### src/rtl/lisa_qspi_pkg.sv
// Shared widths and arbiter state encoding for the LISA QSPI arbiter slice.
package lisa_qspi_pkg;

  localparam int ADDR_W = 24;
  localparam int DATA_W = 16;
  localparam int LEN_W  = 4;
  localparam int STRB_W = 2;

  typedef enum logic [1:0] {
    ARB_IDLE    = 2'd0,
    ARB_ISSUE   = 2'd1,
    ARB_BEAT    = 2'd2,
    ARB_RELEASE = 2'd3
  } arb_state_t;

endpackage

### src/rtl/lisa_qspi_arbiter_if.sv
// Link between the arbiter and the lisa_qqspi controller request/response port.
interface lisa_qspi_arbiter_if
  import lisa_qspi_pkg::*;
#(
  parameter int CHIP_SELECTS = 2
) ();

  logic [ADDR_W-1:0]       q_addr;
  logic [DATA_W-1:0]       q_wdata;
  logic [STRB_W-1:0]       q_wstrb;
  logic [LEN_W-1:0]        q_xfer_len;
  logic [CHIP_SELECTS-1:0] q_ce_ctrl;
  logic                    q_valid;
  logic                    q_ready_ack;
  logic                    q_ready;
  logic                    q_xfer_done;
  logic [DATA_W-1:0]       q_rdata;

  modport master (
    output q_addr, q_wdata, q_wstrb, q_xfer_len, q_ce_ctrl, q_valid, q_ready_ack,
    input  q_ready, q_xfer_done, q_rdata
  );

  modport slave (
    input  q_addr, q_wdata, q_wstrb, q_xfer_len, q_ce_ctrl, q_valid, q_ready_ack,
    output q_ready, q_xfer_done, q_rdata
  );

endinterface

### src/rtl/lisa_rr_pick.sv
// Combinational round-robin picker: first set request at or above ptr, wrapping.
module lisa_rr_pick #(
  parameter int NREQ  = 3,
  parameter int IDX_W = 2
) (
  input  logic [NREQ-1:0]  req,
  input  logic [IDX_W-1:0] ptr,
  output logic [NREQ-1:0]  onehot,
  output logic [IDX_W-1:0] idx,
  output logic             any
);

  always_comb begin
    int unsigned j;
    logic        found;
    onehot = '0;
    idx    = '0;
    found  = 1'b0;
    j      = 0;
    for (int unsigned k = 0; k < NREQ; k++) begin
      j = (32'(ptr) + k) % NREQ;
      if (!found && req[j]) begin
        found     = 1'b1;
        onehot[j] = 1'b1;
        idx       = IDX_W'(j);
      end
    end
    any = found;
  end

endmodule

### src/rtl/lisa_qspi_arbiter.sv
// Round-robin arbiter sharing one lisa_qqspi controller among NREQ burst requesters.
module lisa_qspi_arbiter
  import lisa_qspi_pkg::*;
#(
  parameter int NREQ         = 3,
  parameter int CHIP_SELECTS = 2
) (
  input  logic                         clk,
  input  logic                         rst_n,
  input  logic [NREQ-1:0]              req_valid,
  input  logic [NREQ*ADDR_W-1:0]       req_addr,
  input  logic [NREQ*DATA_W-1:0]       req_wdata,
  input  logic [NREQ*STRB_W-1:0]       req_wstrb,
  input  logic [NREQ*LEN_W-1:0]        req_len,
  input  logic [NREQ*CHIP_SELECTS-1:0] req_cs,
  input  logic [NREQ-1:0]              req_wack,
  output logic [NREQ-1:0]              rsp_ready,
  output logic [NREQ-1:0]              rsp_done,
  output logic [DATA_W-1:0]            rsp_rdata,
  output logic [NREQ-1:0]              grant,
  lisa_qspi_arbiter_if.master          q
);

  localparam int IDX_W = $clog2(NREQ);

  arb_state_t              state;
  logic [IDX_W-1:0]        ptr;
  logic [IDX_W-1:0]        gidx;
  logic [LEN_W-1:0]        len_l;
  logic [CHIP_SELECTS-1:0] cs_l;
  logic [STRB_W-1:0]       wstrb_l;
  logic                    q_valid_r;
  logic                    q_ready_d;
  logic                    q_rise;

  logic [NREQ-1:0]  pick_onehot;
  logic [IDX_W-1:0] pick_idx;
  logic             pick_any;

  lisa_rr_pick #(
    .NREQ  (NREQ),
    .IDX_W (IDX_W)
  ) u_pick (
    .req    (req_valid),
    .ptr    (ptr),
    .onehot (pick_onehot),
    .idx    (pick_idx),
    .any    (pick_any)
  );

  assign q_rise = q.q_ready & ~q_ready_d;

  always_ff @(posedge clk) begin
    if (!rst_n) begin
      state     <= ARB_IDLE;
      grant     <= '0;
      gidx      <= '0;
      ptr       <= '0;
      len_l     <= '0;
      cs_l      <= '0;
      wstrb_l   <= '0;
      q_valid_r <= 1'b0;
      q_ready_d <= 1'b0;
      rsp_ready <= '0;
      rsp_done  <= '0;
      rsp_rdata <= '0;
    end else begin
      q_ready_d <= q.q_ready;
      rsp_ready <= '0;
      rsp_done  <= '0;
      case (state)
        ARB_IDLE: begin
          if (pick_any && !q.q_ready) begin
            grant     <= pick_onehot;
            gidx      <= pick_idx;
            len_l     <= req_len[pick_idx*LEN_W +: LEN_W];
            cs_l      <= req_cs[pick_idx*CHIP_SELECTS +: CHIP_SELECTS];
            wstrb_l   <= req_wstrb[pick_idx*STRB_W +: STRB_W];
            q_valid_r <= 1'b1;
            state     <= ARB_ISSUE;
          end
        end
        ARB_ISSUE: state <= ARB_BEAT;
        ARB_BEAT: begin
          if (q_rise) begin
            rsp_ready <= grant;
            rsp_rdata <= q.q_rdata;
          end
          // Requester's own valid is not consulted here: the controller cannot abort a burst.
          if (q.q_xfer_done) begin
            rsp_done  <= grant;
            q_valid_r <= 1'b0;
            state     <= ARB_RELEASE;
          end
        end
        ARB_RELEASE: begin
          if (!q.q_ready) begin
            ptr   <= (gidx == IDX_W'(NREQ - 1)) ? '0 : gidx + 1'b1;
            grant <= '0;
            cs_l  <= '0;
            state <= ARB_IDLE;
          end
        end
        default: state <= ARB_IDLE;
      endcase
    end
  end

  assign q.q_valid     = q_valid_r;
  assign q.q_addr      = req_addr[gidx*ADDR_W +: ADDR_W];
  assign q.q_wdata     = req_wdata[gidx*DATA_W +: DATA_W];
  assign q.q_wstrb     = req_wstrb[gidx*STRB_W +: STRB_W];
  assign q.q_xfer_len  = len_l;
  assign q.q_ce_ctrl   = cs_l;
  assign q.q_ready_ack = (state == ARB_BEAT) & (|wstrb_l) & q.q_ready & req_wack[gidx];

endmodule

### src/flat_wrapper.sv
// flat-port wrapper written by rule: the top's interface ports become plain ports
module lisa_qspi_arbiter_flat import lisa_qspi_pkg::*;
#(
  parameter int NREQ         = 3,
  parameter int CHIP_SELECTS = 2
)
  (clk, rst_n, req_valid, req_addr, req_wdata, req_wstrb, req_len, req_cs, req_wack, rsp_ready, rsp_done, rsp_rdata, grant, q_q_addr, q_q_wdata, q_q_wstrb, q_q_xfer_len, q_q_ce_ctrl, q_q_valid, q_q_ready_ack, q_q_ready, q_q_xfer_done, q_q_rdata);
  lisa_qspi_arbiter_if #(.CHIP_SELECTS(CHIP_SELECTS)) q_i ();
  input  logic clk;
  input  logic rst_n;
  input  logic [NREQ-1:0] req_valid;
  input  logic [NREQ*ADDR_W-1:0] req_addr;
  input  logic [NREQ*DATA_W-1:0] req_wdata;
  input  logic [NREQ*STRB_W-1:0] req_wstrb;
  input  logic [NREQ*LEN_W-1:0] req_len;
  input  logic [NREQ*CHIP_SELECTS-1:0] req_cs;
  input  logic [NREQ-1:0] req_wack;
  output logic [NREQ-1:0] rsp_ready;
  output logic [NREQ-1:0] rsp_done;
  output logic [DATA_W-1:0] rsp_rdata;
  output logic [NREQ-1:0] grant;
  output wire logic [$bits(q_i.q_addr)-1:0] q_q_addr;
  output wire logic [$bits(q_i.q_wdata)-1:0] q_q_wdata;
  output wire logic [$bits(q_i.q_wstrb)-1:0] q_q_wstrb;
  output wire logic [$bits(q_i.q_xfer_len)-1:0] q_q_xfer_len;
  output wire logic [$bits(q_i.q_ce_ctrl)-1:0] q_q_ce_ctrl;
  output wire logic [$bits(q_i.q_valid)-1:0] q_q_valid;
  output wire logic [$bits(q_i.q_ready_ack)-1:0] q_q_ready_ack;
  input wire logic [$bits(q_i.q_ready)-1:0] q_q_ready;
  input wire logic [$bits(q_i.q_xfer_done)-1:0] q_q_xfer_done;
  input wire logic [$bits(q_i.q_rdata)-1:0] q_q_rdata;
  assign q_q_addr = q_i.q_addr;
  assign q_q_wdata = q_i.q_wdata;
  assign q_q_wstrb = q_i.q_wstrb;
  assign q_q_xfer_len = q_i.q_xfer_len;
  assign q_q_ce_ctrl = q_i.q_ce_ctrl;
  assign q_q_valid = q_i.q_valid;
  assign q_q_ready_ack = q_i.q_ready_ack;
  assign q_i.q_ready = q_q_ready;
  assign q_i.q_xfer_done = q_q_xfer_done;
  assign q_i.q_rdata = q_q_rdata;
  lisa_qspi_arbiter #(.NREQ(NREQ), .CHIP_SELECTS(CHIP_SELECTS)) u_core (.clk(clk), .rst_n(rst_n), .req_valid(req_valid), .req_addr(req_addr), .req_wdata(req_wdata), .req_wstrb(req_wstrb), .req_len(req_len), .req_cs(req_cs), .req_wack(req_wack), .rsp_ready(rsp_ready), .rsp_done(rsp_done), .rsp_rdata(rsp_rdata), .grant(grant), .q(q_i));
endmodule
### config.mk
export PLATFORM = sky130hd
export DESIGN_NAME = lisa_qspi_arbiter_flat
export DESIGN_NICKNAME = d
export VERILOG_FILES = /design/src/rtl/lisa_qspi_pkg.sv /design/src/rtl/lisa_qspi_arbiter_if.sv /design/src/rtl/lisa_rr_pick.sv /design/src/rtl/lisa_qspi_arbiter.sv /design/src/flat_wrapper.sv
export SDC_FILE = /design/constraint.sdc
export NUM_CORES = 1
export LEC_CHECK = 0
export BUFFER_PORTS_ARGS = -buffer_cell sky130_fd_sc_hd__buf_2
export CAP_MARGIN = 20
export CORE_MARGIN = 5
export CORE_UTILIZATION = 39
export CTS_CLUSTER_SIZE = 8
export DETAILED_ROUTE_END_ITERATION = 8
export MAX_ROUTING_LAYER = met4
export PLACE_DENSITY = 0.81
export SYNTH_ARGS = -nofsm -noshare
export SYNTH_HDL_FRONTEND = slang
export SYNTH_SLANG_ARGS = --single-unit
### constraint.sdc
create_clock -name clk -period 2.6 [get_ports clk]
set_input_delay 0.39 -clock clk [delete_from_list [all_inputs] [get_ports clk]]
set_output_delay 0.39 -clock clk [all_outputs]
set_load 0.01 [all_outputs]
After elaboration in Yosys (flattened, before gate mapping)
Index checks and enable logic that the tools add are counted.
Widths: inputs -> output; s select.
- ROM bits: 0
- latch bits: 0
- RAM bits: 0
- flip-flop bits (word level): 41
- word-level logic and storage cells: 104
- output and inout bits: 75
- input bits: 170
- memories kept: 0
- mux-type cells: 36
- shift-type cells: 6
- reduce and logical (&&, ||, !) cells: 21
- divide/modulo/power cells: 3
- $add $sub $neg: 3
- multipliers: 1
- order comparisons: 7
- equality and inequality tests: 7
- bitwise operators: 8
- operator list (operator ; count):
    $ge 32x1->1 const B ; 3
    $lt 32x3->1 const B ; 3
    $shiftx 72x8->24 ; 1
    $mod 32x2->32 const B ; 2
    $shiftx 48x7->16 ; 1
    $mod 2x2->32 const B ; 1
    $shiftx 6x4->2 ; 3
    $mux 2 ; 8
    $mux 3 ; 5
    $reduce_and 3->1 ; 5
    $mux 1 ; 12
    $shiftx 12x5->4 ; 1
    $bmux 1 s2 ; 4
    $pmux 2 s4 ; 1
    $demux 1 s2 ; 3
    $eq 2x2->1 const B ; 3
    $logic_and 1x1->1 ; 6
    $or 3x3->3 ; 2
    $pmux 3 s2 ; 1
    $reduce_and 2->1 ; 3
    $and 1x1->1 ; 4
    $mul 2x2->4 const B ; 1
    $ne 2x2->1 const B ; 2
    $pmux 2 s2 ; 1
    12 further kinds ; 16

Logic depth before layout (Yosys ltp)
- depth after elaboration: 13
- gate-level depth with buffers: 10
- mapped depth without buffers: 8

Hierarchy
From an unflattened synthesis, not the netlist that was laid out.
- cell total of the unflattened synthesis: 390
- area total of the unflattened synthesis: 3124.2 µm²
- by module, submodules not included (module ; area each (µm²) ; seq. area each (µm²) ; cells an instance ; times used):
    lisa_qspi_arbiter ; 2742.6 ; 820.8 ; 338 ; 1
    lisa_rr_pick ; 381.6 ; 0.0 ; 52 ; 1

Worst setup path before layout
Ideal clock, no wire load.
- path kind: reg2reg
- from: register u_core.ptr[0]
- to: register u_core.cs_l[0] (netlist: u_core.q.q_ce_ctrl[0])
- stages on the path, launching flop included: 11
- data required time: 2.483 ns
- buffers on the path: 2
- library setup time: 0.117 ns
- period minus slack after synthesis: 2.279 ns
- arrival: 2.162 ns
- slack: 0.321 ns
- cells stage by stage: dfxtp_1 > inv_1 > ha_1 > buf_4 > mux2i_1 > o22ai_4 > nor2_1 > o31a_1 > buf_6 > o21a_1 > a22o_1
- word-level cells in the longest chain between the ends: 13
- elaborated cells between the ends (all ways): 27
- those cells by class: add/sub (2); div (3); eq/ne (1); shift (1); mux (14); reduce/logical (6)
- ends and longest elaborated chain (element ; RTL line ; RTL):
    start, declared ; lisa_qspi_arbiter.sv:27 ; logic [IDX_W-1:0] ptr;
    start signal, assigned ; lisa_qspi_arbiter.sv:98 ; ptr <= (gidx == IDX_W'(NREQ - 1)) ? '0 : gidx + 1'b1;
    parallel branches: the longest is 13 deep, another holds $mod 32x2->32 ; -- ;
    end signal, assigned ; lisa_qspi_arbiter.sv:77 ; cs_l <= req_cs[pick_idx*CHIP_SELECTS +: CHIP_SELECTS];
    end, declared ; lisa_qspi_arbiter.sv:30 ; logic [CHIP_SELECTS-1:0] cs_l;
Several ways; the timed one is not identified. The select of a mux whose other input is x is not followed.
A chain may end at the register's enable or synchronous reset.

Worst setup path after layout
- from: register u_core.ptr[0]
- to: register u_core.wstrb_l[1]
- word-level cells in the longest chain between the ends: 12
- elaborated cells between the ends (all ways): 24
- those cells by class: add/sub (2); div (3); shift (1); mux (12); reduce/logical (6)
- ends and longest elaborated chain (element ; RTL line ; RTL):
    parallel branches: the longest is 12 deep, another holds $mod 32x2->32 ; -- ;
    end signal, assigned ; lisa_qspi_arbiter.sv:78 ; wstrb_l <= req_wstrb[pick_idx*STRB_W +: STRB_W];
    end, declared ; lisa_qspi_arbiter.sv:31 ; logic [STRB_W-1:0] wstrb_l;
Several ways; the timed one is not identified. The select of a mux whose other input is x is not followed.

==> results.json <==
{
  "status": "completed",
  "wire_per_inst_um": 15.5,
  "largest_cells_by_area_after_synthesis": "dfxtp_1, mux2i_1, nand2_1",
  "max_cap_violations": 0,
  "tritoncts": "done",
  "crit_chain": "inv_1 -> ha_1 -> mux2_2 -> mux2_2 -> nor3_1 -> nor3b_2 -> buf_4 -> nand2b_1 -> o221a_2",
  "grt_antenna_before_repair": 2,
  "layout_cells_sized_above_1_pct": 43.7,
  "postSynthNetCount": 572,
  "setup.worst_path.start_class": "flip-flop",
  "grt_start_max_net_pins": 48,
  "path_common_cell": "mux2_2",
  "initial_utilization_pct": 40.4,
  "timing_hold_violations_final": 0,
  "cts_buffers": 5,
  "design.final.nets": 806,
  "finalCritPeriodShare_pct": 94.2,
  "least_setup_slack_across_all_paths_after_layout_ns": 0.151,
  "drt-vias-per-instance": 5.07,
  "timing.setup.critical_path_class": "reg2reg",
  "timing.final.max_slew_violations": 0,
  "fin_skew_ns": 0.00949,
  "setup_total_negative_slack_ns": 0,
  "die_height_um": 97.2,
  "synthesis.instances": 394,
  "power-per-cell-area_nw_per_um2": 541,
  "worst-endpoint-required_ns": 2.85,
  "synth-edff-count": 0,
  "clock_network_latency_to_the_later_pin_of_the_worst_skew_pair_ns": 0.29,
  "critPathCaptureType": "flip-flop",
  "yosys.cell_count.top_type": "nand2_1",
  "synth-warning-count": 0,
  "vdd_drop_max_uv": 276,
  "clk_root_buffer_cell": "clkbuf_8",
  "cts_sinks": 41,
  "groute.usage.overall_pct": 22.7,
  "max-clock-path-buffers": 2,
  "max_fanout_on_critical_path": 13,
  "synth_ff_type": "dfxtp_1",
  "buffer_ports.inserted": 244,
  "synth.ff_latch_count": 41,
  "num_io_pins": 245,
  "holdCritPathClass": "in2reg",
  "timing.critical_path.slowest_cell_delay_ns": 0.39,
  "floorplan.rows": 31,
  "synthArstFlopShare_pct": 0,
  "route.final.wire_length_um": 11300,
  "fillCellCount": 709,
  "per_instance_average_area_after_synthesis_um2": 7.52,
  "synth.lib_cells_used.distinct": 44,
  "post_cts_clock_slew_at_the_launch_and_capture_registers_of_the_worst_setup_and_hold_paths_ns": 0.08,
  "grt_pass1_vias": 3675,
  "critical_path_arrival_ns": 2.69,
  "synthesis.area_um2": 2960,
  "floorplan.die.width_um": 97.2,
  "drc": 0,
  "detailedRoute.firstIterationViolations": 114,
  "number_of_h_tree_levels": 2,
  "synth_top_cells_by_count": "nand2_1, mux2i_1, o21ai_0, dfxtp_1, a21oi_1",
  "coreArea_um2": 7330,
  "dp.final_hpwl_um": 9290,
  "yosys.area.top_type": "dfxtp_1",
  "synth.top_cell.area_share_pct": 27.7,
  "tightestPinTransition_ns": 0.573,
  "drtAntennaViolNets": 0,
  "post-place-ws_ns": 0.120,
  "final-setup-viol-count": 0,
  "static-leakage-power_nw": 2.08,
  "period_needed_ns": 2.45,
  "grt_overflow_total": 0,
  "critPathBufInv": 2,
  "die_area_um2": 9440,
  "gp_congestion": 0.892,
  "grt_pass1_wl_um": 17500,
  "first_pass_iteration_count_of_the_detailed_router": 4,
  "crit_path_max_delay_family": "multiplexers",
  "syn2layout_area_growth_pct": 49.2,
  "relSlewSlack_pct": 61.7,
  "f_max_ghz": 0.408,
  "register_area_share_after_synthesis_pct": 27.7,
  "routed_via_count": 3703,
  "critical-path-slowest-cell": "mux2_2"
}
## area by class of cell
cell class | instances | area, um^2 | share of cell area [%]
Multi-Input combinational cell | 316 | 1990 | 45.0
Clock inverter | 1 | 30.0 | 0.679
Timing Repair Buffer | 255 | 1330 | 30.1
Sequential cell | 41 | 822 | 18.6
Inverter | 9 | 33.8 | 0.764
Antenna cell | 2 | 5.00 | 0.113
Clock buffer | 7 | 86.3 | 1.95
Tap cell | 99 | 124 | 2.80
## sequential cells by signal (all words and copies together) (netlist names)
name                 cells
u_core.rsp_rdata        16
u_core.q.q_xfer_len      4
u_core.grant             3
u_core.rsp_done          3
u_core.rsp_ready         3
u_core.gidx              2
u_core.ptr               2
u_core.q.q_ce_ctrl       2
u_core.state             2
u_core.wstrb_l           2
u_core.q.q_valid         1
u_core.q_ready_d         1
## layout by cell type, fill, tap and decap left out, types with 9 or more instances in the layout
cell     synthesis  routed
a21oi_1         26      26
inv_1            9       9
dfxtp_1         41      40
buf_4            1       9
nand2_1         90      90
mux2i_1         55      55
buf_2            3     244
nor2_1          15      15
o21ai_0         49      49
## worst paths after layout
check | slack [ns] | depth (start not counted) | startpoint | end
worst max-delay path | 0.15 | 9 | u_core.ptr[0] | u_core.wstrb_l[1]
worst min register to register | 0.45 | 2 | u_core.rsp_rdata[0] | u_core.rsp_rdata[0]
worst min-delay path | 0.33 | 2 | q_q_xfer_done | u_core.q.q_valid
worst max register to register | 0.15 | 9 | u_core.ptr[0] | u_core.wstrb_l[1]
## logic make-up after synthesis
kind of cell	count (synthesis)	synth area share [%]
AND/OR/NAND/NOR	144	21.7
AO/OA/AOI/OAI	107	22.4
multiplexers	57	19.3
flip-flops	41	27.7
buffers and inverters	37	5.45
adder cells (fa/ha/maj)	8	3.38
## through the flow
stage | std cells | power, mW | hold WS (ns) | util, % | area, um^2
4_1_cts | 727 | 2.40 | 0.320 | 59.9 | 4390
6_report | 730 | 2.39 | 0.326 | 60.3 | 4420
5_1_grt | 730 | 2.55 | 0.329 | 60.3 | 4420
3_3_place_gp | 719 | 1.83 | 0.438 | 58.3 | 4270
3_5_place_dp | 719 | 1.87 | 0.446 | 58.3 | 4270
2_1_floorplan | 394 | 1.42 | 0.466 | - | 2960
## where the power goes
part           leakage [nW]  internal, mW  switching (mW)
clock network        0.0585         0.313           0.215
logic                  1.68         0.508           0.604
registers             0.334         0.704          0.0489
total                  2.08          1.53           0.868
## worst reg2reg max path, stage by stage, from the launching register on
cell	delay (ns)
dfxtp_1	0.34
inv_1	0.08
ha_1	0.33
mux2_2	0.39
mux2_2	0.31
nor3_1	0.31
nor3b_2	0.08
buf_4	0.20
nand2b_1	0.16
o221a_2	0.21
## repair_timing
item | CTS | global route
resized for setup | 0 | 2
hold buffers | 0 | 0
setup endpoints to repair | 0 | 26
buffers inserted | 0 | 1
## layer usage
metal | vias up | track usage, % | wire (um)
met3 | 20 | 5.46 | 737
met4 | 0 | 7.67 | 255
met5 | - | - | 0
li1 | 1846 | - | -
met1 | 1685 | 25.0 | 4380
met2 | 152 | 39.9 | 5950
Note: power is estimated with default switching activity, not from simulation.
